[config.mk]
export PLATFORM = sky130hd
export DESIGN_NAME = dm_tx_encoder
export DESIGN_NICKNAME = d
export VERILOG_FILES = /design/src/rtl/dm_tx_encoder.sv
export SDC_FILE = /design/constraint.sdc
export NUM_CORES = 1
export LEC_CHECK = 0
export BUFFER_PORTS_ARGS = -buffer_cell sky130_fd_sc_hd__buf_2
export CORE_ASPECT_RATIO = 0.8
export CORE_MARGIN = 2
export CORE_UTILIZATION = 50
export CTS_CLUSTER_SIZE = 20
export DETAILED_ROUTE_END_ITERATION = 8
export PLACE_DENSITY = 0.8
export SYNTH_ARGS = -nofsm -noshare
export SYNTH_HDL_FRONTEND = slang
export SYNTH_SLANG_ARGS = --single-unit
[constraint.sdc]
create_clock -name clk -period 1.95 [get_ports clk]
set_input_delay 0.2925 -clock clk [delete_from_list [all_inputs] [get_ports clk]]
set_output_delay 0.2925 -clock clk [all_outputs]
set_load 0.01 [all_outputs]
[src/rtl/dm_tx_encoder.sv]
// dm_tx_encoder: differential Manchester line transmitter.
// Takes bytes over a valid/ready handshake and sends them MSB first. The line
// toggles at every bit boundary and additionally at mid-bit for a 0 bit.
// Optional feature macro: DM_PARITY_EN appends one even-parity bit per byte.
module dm_tx_encoder #(
    parameter int CLK_DIV = 4
) (
    input  logic       clk,
    input  logic       rst_n,
    input  logic       tx_en,
    input  logic [7:0] data_i,
    input  logic       valid_i,
    output logic       ready_o,
    output logic       dm_out,
    output logic       busy
);

    localparam int CNT_W = (CLK_DIV > 1) ? $clog2(CLK_DIV) : 1;
`ifdef DM_PARITY_EN
    localparam int NBITS = 9;
`else
    localparam int NBITS = 8;
`endif
    localparam logic [CNT_W-1:0] DIV_LAST = CNT_W'(CLK_DIV - 1);
    localparam logic [3:0]       BIT_LAST = 4'(NBITS - 1);

    typedef enum logic {
        IDLE = 1'b0,
        SEND = 1'b1
    } state_t;

    state_t           state_q, state_d;
    logic [7:0]       shreg_q, shreg_d;
    logic [3:0]       bit_cnt_q, bit_cnt_d;
    logic             half_q, half_d;
    logic [CNT_W-1:0] div_cnt_q, div_cnt_d;
    logic             dm_q, dm_d;
    logic             busy_q, busy_d;
    logic             shift_in;
    logic             div_wrap;
    logic             last_cycle;
    logic             accept;

`ifdef DM_PARITY_EN
    logic             par_q, par_d;

    // The parity bit is fed into the shift register from below, so after
    // eight shifts it sits in bit 7 and goes out with the same coding path.
    assign shift_in = par_q;
`else
    assign shift_in = 1'b0;
`endif

    assign div_wrap   = (div_cnt_q == DIV_LAST);
    assign last_cycle = (state_q == SEND) && half_q && div_wrap && (bit_cnt_q == BIT_LAST);
    assign ready_o    = tx_en && ((state_q == IDLE) || last_cycle);
    assign accept     = valid_i && ready_o;
    assign dm_out     = dm_q;
    assign busy       = busy_q;

    // Next-state logic: accept/reload, half-bit timing, bit shifting and line toggles
    always_comb begin
        state_d   = state_q;
        shreg_d   = shreg_q;
        bit_cnt_d = bit_cnt_q;
        half_d    = half_q;
        div_cnt_d = div_cnt_q;
        dm_d      = dm_q;
        busy_d    = busy_q;
`ifdef DM_PARITY_EN
        par_d     = par_q;
`endif
        if (accept) begin
            // New byte: start-of-bit transition happens immediately.
            state_d   = SEND;
            shreg_d   = data_i;
            bit_cnt_d = '0;
            half_d    = 1'b0;
            div_cnt_d = '0;
            dm_d      = ~dm_q;
            busy_d    = 1'b1;
`ifdef DM_PARITY_EN
            par_d     = ^data_i;
`endif
        end else if (state_q == SEND) begin
            if (div_wrap) begin
                div_cnt_d = '0;
                if (!half_q) begin
                    // Mid-bit: a 0 bit gets the extra transition.
                    half_d = 1'b1;
                    if (!shreg_q[7]) begin
                        dm_d = ~dm_q;
                    end
                end else if (bit_cnt_q != BIT_LAST) begin
                    // Bit boundary: advance to the next bit and toggle.
                    half_d    = 1'b0;
                    shreg_d   = {shreg_q[6:0], shift_in};
                    bit_cnt_d = bit_cnt_q + 4'd1;
                    dm_d      = ~dm_q;
                end else begin
                    // End of byte with nobody waiting: line holds its level.
                    state_d   = IDLE;
                    busy_d    = 1'b0;
                    half_d    = 1'b0;
                    bit_cnt_d = '0;
                end
            end else begin
                div_cnt_d = div_cnt_q + CNT_W'(1);
            end
        end
    end

    // State and datapath registers; reset discards any byte in flight
    always_ff @(posedge clk or negedge rst_n) begin
        if (!rst_n) begin
            state_q   <= IDLE;
            shreg_q   <= '0;
            bit_cnt_q <= '0;
            half_q    <= 1'b0;
            div_cnt_q <= '0;
            dm_q      <= 1'b0;
            busy_q    <= 1'b0;
        end else begin
            state_q   <= state_d;
            shreg_q   <= shreg_d;
            bit_cnt_q <= bit_cnt_d;
            half_q    <= half_d;
            div_cnt_q <= div_cnt_d;
            dm_q      <= dm_d;
            busy_q    <= busy_d;
        end
    end

`ifdef DM_PARITY_EN
    // Parity of the accepted byte, held for the ninth bit
    always_ff @(posedge clk or negedge rst_n) begin
        if (!rst_n) begin
            par_q <= 1'b0;
        end else begin
            par_q <= par_d;
        end
    end
`endif

endmodule
==> results of run 1 <==
==> layout by cell type (no fill, tap or decap) <==
cell type	instances
dfrtp_1	18
buf_2	14
nand2b_1	9
nand2_1	8
o221a_1	7
nor2_1	4
o21ai_1	3
a21o_1	3
clkbuf_4	3
nand3_1	2
inv_1	2
a21oi_1	2
nand4_1	2
o21ai_0	2
mux2i_1	2
nand3b_2	1
and2_1	1
a22oi_2	1
o22ai_2	1
a31oi_1	1
xnor2_1	1
xor2_1	1
o22ai_1	1
and3_1	1
nor3b_1	1
ha_1	1
ha_2	1
dlygate4sd3_1	1
==> repair_timing <==
item                                   CTS  global route
gates resized for setup                  0             1
setup endpoints to repair                0             1
hold buffers                             1             0
endpoints found under the hold margin   18             0
==> area by class of cell <==
| cell class | instances | area share, % |
|---|---|---|
| clock buffers | 3 | 2.293 |
| repair buffers | 15 | 8.153 |
| multi-input cells | 56 | 40.13 |
| well taps | 22 | 2.803 |
| flip-flops and latches | 18 | 45.86 |
| inverters | 2 | 0.7643 |
==> worst register-to-register path, cell delays in order (launching register included) <==
cell,delay (ns)
dfrtp_1,0.41
ha_1,0.23
nand3b_2,0.15
nand2_1,0.08
a22oi_2,0.37
o221a_1,0.28
==> routing by layer <==
metal / part of all wire (%) / track usage, % / wire [microns]
met1: 50 / 25.34 / 814
met2: 44 / 25.33 / 709
met3: 5.1 / 6.429 / 83
met4: 0.37 / 6.081 / 6
met5: 0 / 0 / 0
==> per-stage QoR <==
step / hold slack (ns) / setup slack (ns) / std cells / area [sq um]
6_report: 0.2053 / 0.1180 / 116 / 982.2
5_1_grt: 0.2431 / 0.009537 / 116 / 982.2
4_1_cts: 0.2051 / 0.06610 / 116 / 979.7
3_5_place_dp: 0.2386 / 0.3107 / 112 / 947.2
3_3_place_gp: 0.2398 / 0.3352 / 112 / 947.2
2_1_floorplan: -0.003091 / 0.5876 / 79 / 869.6
==> cells by family (layout without fill, tap and decap cells) <==
logic type | count (synthesis) | after routing | share of synthesized area, %
DFF | 18 | 18 | 51.80
buffers and inverters | 5 | 20 | 3.165
muxes | 2 | 2 | 2.302
and+or+nand+nor | 29 | 29 | 17.84
xor gates and xnor gates | 2 | 2 | 2.015
adders and majority gates | 2 | 2 | 2.877
AOI/OAI and AO/OA | 21 | 21 | 20.00
==> registers in the layout, summed over array words and instances, names as in the netlist <==
name and count:
half_q 1, busy 1, bit_cnt_q 4, dm_out 1, state_q 1, div_cnt_q 2, shreg_q 8
==> power breakdown <==
| group | switching [mW] | internal, mW | total (mW) |
|---|---|---|---|
| clock | 0.109 | 0.0718 | 0.180 |
| sequential | 0.129 | 0.529 | 0.658 |
| combinational | 0.223 | 0.235 | 0.457 |
| total | 0.460 | 0.835 | 1.30 |
==> worst max-delay path by stage <==
| stage | from | endpoint | slack [ns] | cells past startpoint |
|---|---|---|---|---|
| finish | bit_cnt_q[0]$_DFFE_PN0P_ | ready_o | 0.12 | 5 |
| global route | div_cnt_q[0]$_DFFE_PN0P_ | ready_o | 0.01 | 5 |
| CTS | div_cnt_q[0]$_DFFE_PN0P_ | ready_o | 0.07 | 5 |
| detailed placement | div_cnt_q[0]$_DFFE_PN0P_ | shreg_q[2]$_DFFE_PN0P_ | 0.31 | 5 |
| global placement | div_cnt_q[0]$_DFFE_PN0P_ | dm_out$_DFFE_PN0P_ | 0.34 | 5 |
| floorplan | div_cnt_q[0]$_DFFE_PN0P_ | dm_out$_DFFE_PN0P_ | 0.59 | 6 |
==> impl_metrics.py, run 1 <==
metrics = {
    "run_status": {
        "status": "complete, no violations",
    },
    "timing": {
        "fmax_mhz": 545.9,
        "worst_slew_pin_slew_ns": 0.5000,
        "post-route-min-period_ns": 1.832,
        "setup_viol": 0,
        "setup_tns_ns": 0,
        "rsz0062_at_grt": "false",
        "final-max-slew-violation-count": 0,
        "post-route-period-util_pct": 93.95,
        "fin_skew_ns": 0.0007150,
        "hold_viol": 0,
        "slew_headroom_pct": 66.67,
    },
    "cts": {
        "cts.sinks": 18,
        "h-tree-depth": 1,
        "cts_tree": "done",
        "cts_setup_buffers": 0,
        "cts-root-buf": "clkbuf_4",
        "cts_buffers": 3,
        "max-clock-path-buffers": 2,
        "cts.clk_slew.worst_paths_ns": 0.10,
        "clk_latency_ns": 0.29,
    },
    "hold_path": {
        "worstHoldPathCells": 3,
        "hp-class": "input port to flip-flop",
        "worstHoldStart": "data_i[0]",
        "hold_path_end": "shreg_q[0]$_DFFE_PN0P_",
    },
    "global_routing": {
        "antenna_found_initial": 0,
        "grt.overflow.total": 0,
        "grt_pass1_vias": 559,
        "grt_max_degree": 19,
        "grt_usage_pct": 17.85,
        "grt_pass1_wl_mm": 2.628,
    },
    "routing": {
        "drc": 0,
        "routedWlPerCell_microns": 13.91,
        "ant_nets": 0,
        "first_pass_iters": 4,
        "wl_mm": 1.613,
        "routed-via-count": 642,
        "drt-initial-drc-count": 11,
        "viasPerCell": 5.534,
    },
    "yosys": {
        "ys.flop_type": "dfrtp_1",
        "synth_commonest_cells": "dfrtp_1 (18), nand2b_1 (9), nand2_1 (8)",
        "syn_nets": 93,
        "synth_cell_type_count": 26,
        "ys_top_cells_by_area": "dfrtp_1 (52%), o221a_1 (9.1%), nand2b_1 (6.5%), nand2_1 (3.5%), ha_1 (2.9%)",
        "ys_async_sr_fraction_pct": 100.0,
        "synth-seq-area-share_pct": 51.80,
        "yosys_warnings": 0,
        "synth_seq_cells": 18,
        "netlist_instances": 79,
        "syn_avg_cell_area_sq_um": 11.01,
        "yosysTopAreaCell": "dfrtp_1",
        "syn-cell-area_sq_um": 869.6,
        "synth_top_area_share_pct": 51.80,
        "synth_edf_count": 0,
        "yosysMostFrequentCell": "dfrtp_1",
    },
    "floorplan": {
        "coreArea_sq_um": 1627,
        "die_area_sq_um": 2091,
        "initial_utilization_pct": 53.46,
        "fp.dieH_microns": 41.30,
        "placementRows": 13,
        "die_w_microns": 50.63,
        "io_pins": 15,
    },
    "layout": {
        "diodes": 0,
        "drive_gt1_share_pct": 22.34,
        "syn_to_final_growth_pct": 12.95,
        "multi_input_area_sq_um": 394.1,
        "fill_cells": 148,
        "ff_latch_area_sq_um": 450.4,
        "utilization_pct": 60.38,
        "fin_nets": 110,
    },
    "setup_path": {
        "crit_chain": "ha_1, nand3b_2, o21ai_1, and2_1, buf_2",
        "slowest_delay_ns": 0.39,
        "end_kind": "primary output",
        "slowest_stage": "dfrtp_1",
        "worstSetupPathType": "flip-flop to primary output",
        "cp.buffers_inverters": 1,
        "r2r_end": "shreg_q[4]$_DFFE_PN0P_",
        "cp.arrival_ns": 1.54,
        "r2r-start": "bit_cnt_q[0]$_DFFE_PN0P_",
        "cp_top_family": "flip-flops",
        "worstPathMaxFanout": 6,
        "r2r_slack_ns": 0.37,
        "startpoint_type": "flip-flop",
        "worstPathRequired_ns": 1.66,
        "r2r_cells": 5,
    },
    "placed_design": {
        "routabilityCongestion": 0.8281,
        "hpwl_mm": 1.170,
        "io_buffer_count": 14,
    },
    "pwr": {
        "fin_total_pwr_mw": 1.296,
        "p_leak_nw": 0.4308,
        "peakVddDrop_mv": 0.7658,
        "powerDensity_nw_per_um2": 1319,
    },
    "run": {
        "cap_violations": 0,
    },
}
No activity file was read; power rests on OpenSTA's default activity.
==> inputs of run 2 (changes only) <==
GPL_TIMING_DRIVEN = 1   (was not set)
clock period = 1.89 ns   (was 1.95 ns; I/O delays follow)
==> run 2 against run 1 <==
  * Die area unchanged
  * Setup slack got worse by 0.016 ns
  * Critical path depth stayed put
  * Final area up 2.8%
  * Wire length up 4.0%
  * Register-to-register slack worse by 0.06 ns
  * Critical endpoint unchanged
  * Flip-flop and latch count unchanged
  * Hold slack got worse by 0.024 ns
  * Core utilization grew 1.7 points
  * Via count is 1.6% higher
==> impl_metrics.py, run 2 (synthesis gave the netlist of run 1 again) <==
metrics = {
    "setup_path": {
        "worstPathMaxFanout": 6,
        "startpoint_type": "flip-flop",
        "worstPathRequired_ns": 1.61,
        "critPathLaunch": "bit_cnt_q[0]$_DFFE_PN0P_",
        "worstSetupPathType": "flip-flop to primary output",
        "cp.arrival_ns": 1.50,
        "end_kind": "primary output",
        "r2r-start": "bit_cnt_q[0]$_DFFE_PN0P_",
        "r2r_cells": 5,
    },
    "timing": {
        "fmax_mhz": 559.4,
        "fin_skew_ns": 0.006667,
        "slew_headroom_pct": 66.08,
        "rsz0062_at_grt": "false",
        "post-route-period-util_pct": 94.58,
        "setup_tns_ns": 0,
        "worst_slew_pin_slew_ns": 0.5088,
        "hold_viol": 0,
        "post-route-min-period_ns": 1.787,
        "setup_viol": 0,
        "final-max-slew-violation-count": 0,
    },
    "placed_design": {
        "hpwl_mm": 1.200,
        "routabilityCongestion": 0.8308,
        "io_buffer_count": 14,
    },
    "pwr": {
        "peakVddDrop_mv": 0.8582,
        "p_leak_nw": 0.4413,
        "powerDensity_nw_per_um2": 1399,
    },
    "layout": {
        "final_cell_mix": "dfrtp_1 (18), buf_2 (14), nand2b_1 (9)",
        "diodes": 0,
        "reg.largest.list": "shreg_q x8, bit_cnt_q x4, div_cnt_q x2",
        "utilization_pct": 62.08,
        "syn_to_final_growth_pct": 16.12,
        "fin_nets": 110,
        "final_common_cell": "dfrtp_1",
        "regMostFlops": "shreg_q",
        "drive_gt1_share_pct": 24.21,
        "largest_reg_flops": 8,
        "fill_cells": 138,
    },
    "global_routing": {
        "grt.overflow.total": 0,
        "grt_pass1_vias": 604,
        "antenna_found_initial": 0,
        "grt_usage_pct": 18.69,
        "grt_pass1_wl_mm": 2.739,
        "grt_max_degree": 19,
    },
    "routing": {
        "ant_nets": 0,
        "routed-via-count": 652,
        "wl_met3_microns": 102,
        "top_layer": "met4",
        "first_pass_iters": 4,
        "routedWlPerCell_microns": 14.33,
        "dr_wl_met2_microns": 772,
        "viasPerCell": 5.573,
        "drt-initial-drc-count": 15,
        "wl_met1_microns": 794,
        "drc": 0,
        "wl_mm": 1.677,
    },
    "floorplan": {
        "fp.dieH_microns": 41.30,
        "coreArea_sq_um": 1627,
        "initial_utilization_pct": 53.46,
        "io_pins": 15,
        "die_w_microns": 50.63,
        "die_area_sq_um": 2091,
        "placementRows": 13,
    },
    "cts": {
        "max-clock-path-buffers": 2,
        "cts.sinks": 18,
        "h-tree-depth": 1,
        "cts-root-buf": "clkbuf_4",
        "clk_latency_ns": 0.30,
        "cts_tree": "done",
        "cts.clk_slew.worst_paths_ns": 0.10,
        "cts_buffers": 3,
    },
    "hold_path": {
        "worstHoldPathCells": 3,
        "worstHoldStart": "data_i[0]",
        "hp-class": "input port to flip-flop",
    },
    "run_status": {
        "status": "complete, no violations",
    },
    "run": {
        "cap_violations": 0,
    },
}
==> run 2: cell count changes in the layout (fill, tap and decap cells not counted) <==
| cell | before | now |
|---|---|---|
| ha_4 | 0 | 1 |
| clkbuf_8 | 0 | 1 |
| o21ai_1 | 3 | 2 |
| o21ai_2 | 0 | 1 |
| ha_2 | 1 | 0 |
==> run 2: report_power, final <==
| part | switching, mW | internal (mW) | leakage [nW] |
|---|---|---|---|
| Sequential | 0.142 | 0.546 | 0.204 |
| Clock | 0.119 | 0.117 | 0.0210 |
| Combinational | 0.235 | 0.254 | 0.216 |
| Total | 0.495 | 0.918 | 0.441 |
==> run 2: what timing repair did <==
item	4_1_cts	5_1_grt
buffers inserted	0	0
hold endpoints to repair	18	0
endpoints found under the setup margin	1	1
hold buffers	1	0
gates resized for setup	1	2
==> run 2: worst max-delay path, cell delays in order, from the launching register on <==
cell and delay [ns]:
dfrtp_1 0.39, ha_1 0.19, nand3b_2 0.16, o21ai_2 0.22
and2_1 0.14, buf_2 0.12
==> run 2: path summary, 6_finish.rpt <==
path	endpoint	slack [ns]
worst min register to register	dm_out$_DFFE_PN0P_	0.48
worst max-delay path	ready_o	0.10
max in group asynchronous	shreg_q[4]$_DFFE_PN0P_	1.16
worst max register to register	shreg_q[4]$_DFFE_PN0P_	0.31
min in group asynchronous	state_q$_DFF_PN0_	0.44
worst min-delay path	shreg_q[0]$_DFFE_PN0P_	0.18
==> run 2: per-layer routing <==
layer / global-route usage [%] / vias to the layer above
met5: 0 / -
met4: 6.757 / 0
met3: 6.429 / 2
met2: 28.29 / 24
met1: 25.40 / 306
li1: - / 320
==> run 2: layout make-up <==
class	count	area [sq um]	area share [%]
flip-flops and latches	18	450.4	44.61
inverters	2	7.507	0.7435
multi-input cells	56	407.9	40.40
clock buffers	4	36.28	3.594
repair buffers	15	80.08	7.931
well taps	22	27.53	2.726
==> run 2: through the flow <==
stage	area [sq um]	setup WS [ns]	std cells	hold slack [ns]	power, mW
global placement	947.2	0.2754	112	0.2311	1.126
finish	1010	0.1025	117	0.1808	1.413
CTS	996.0	0.05349	117	0.1776	1.397
detailed placement	947.2	0.2399	112	0.2328	1.155
floorplan	869.6	0.5276	79	-0.01209	1.023
global route	1010	0.01613	117	0.2368	1.523
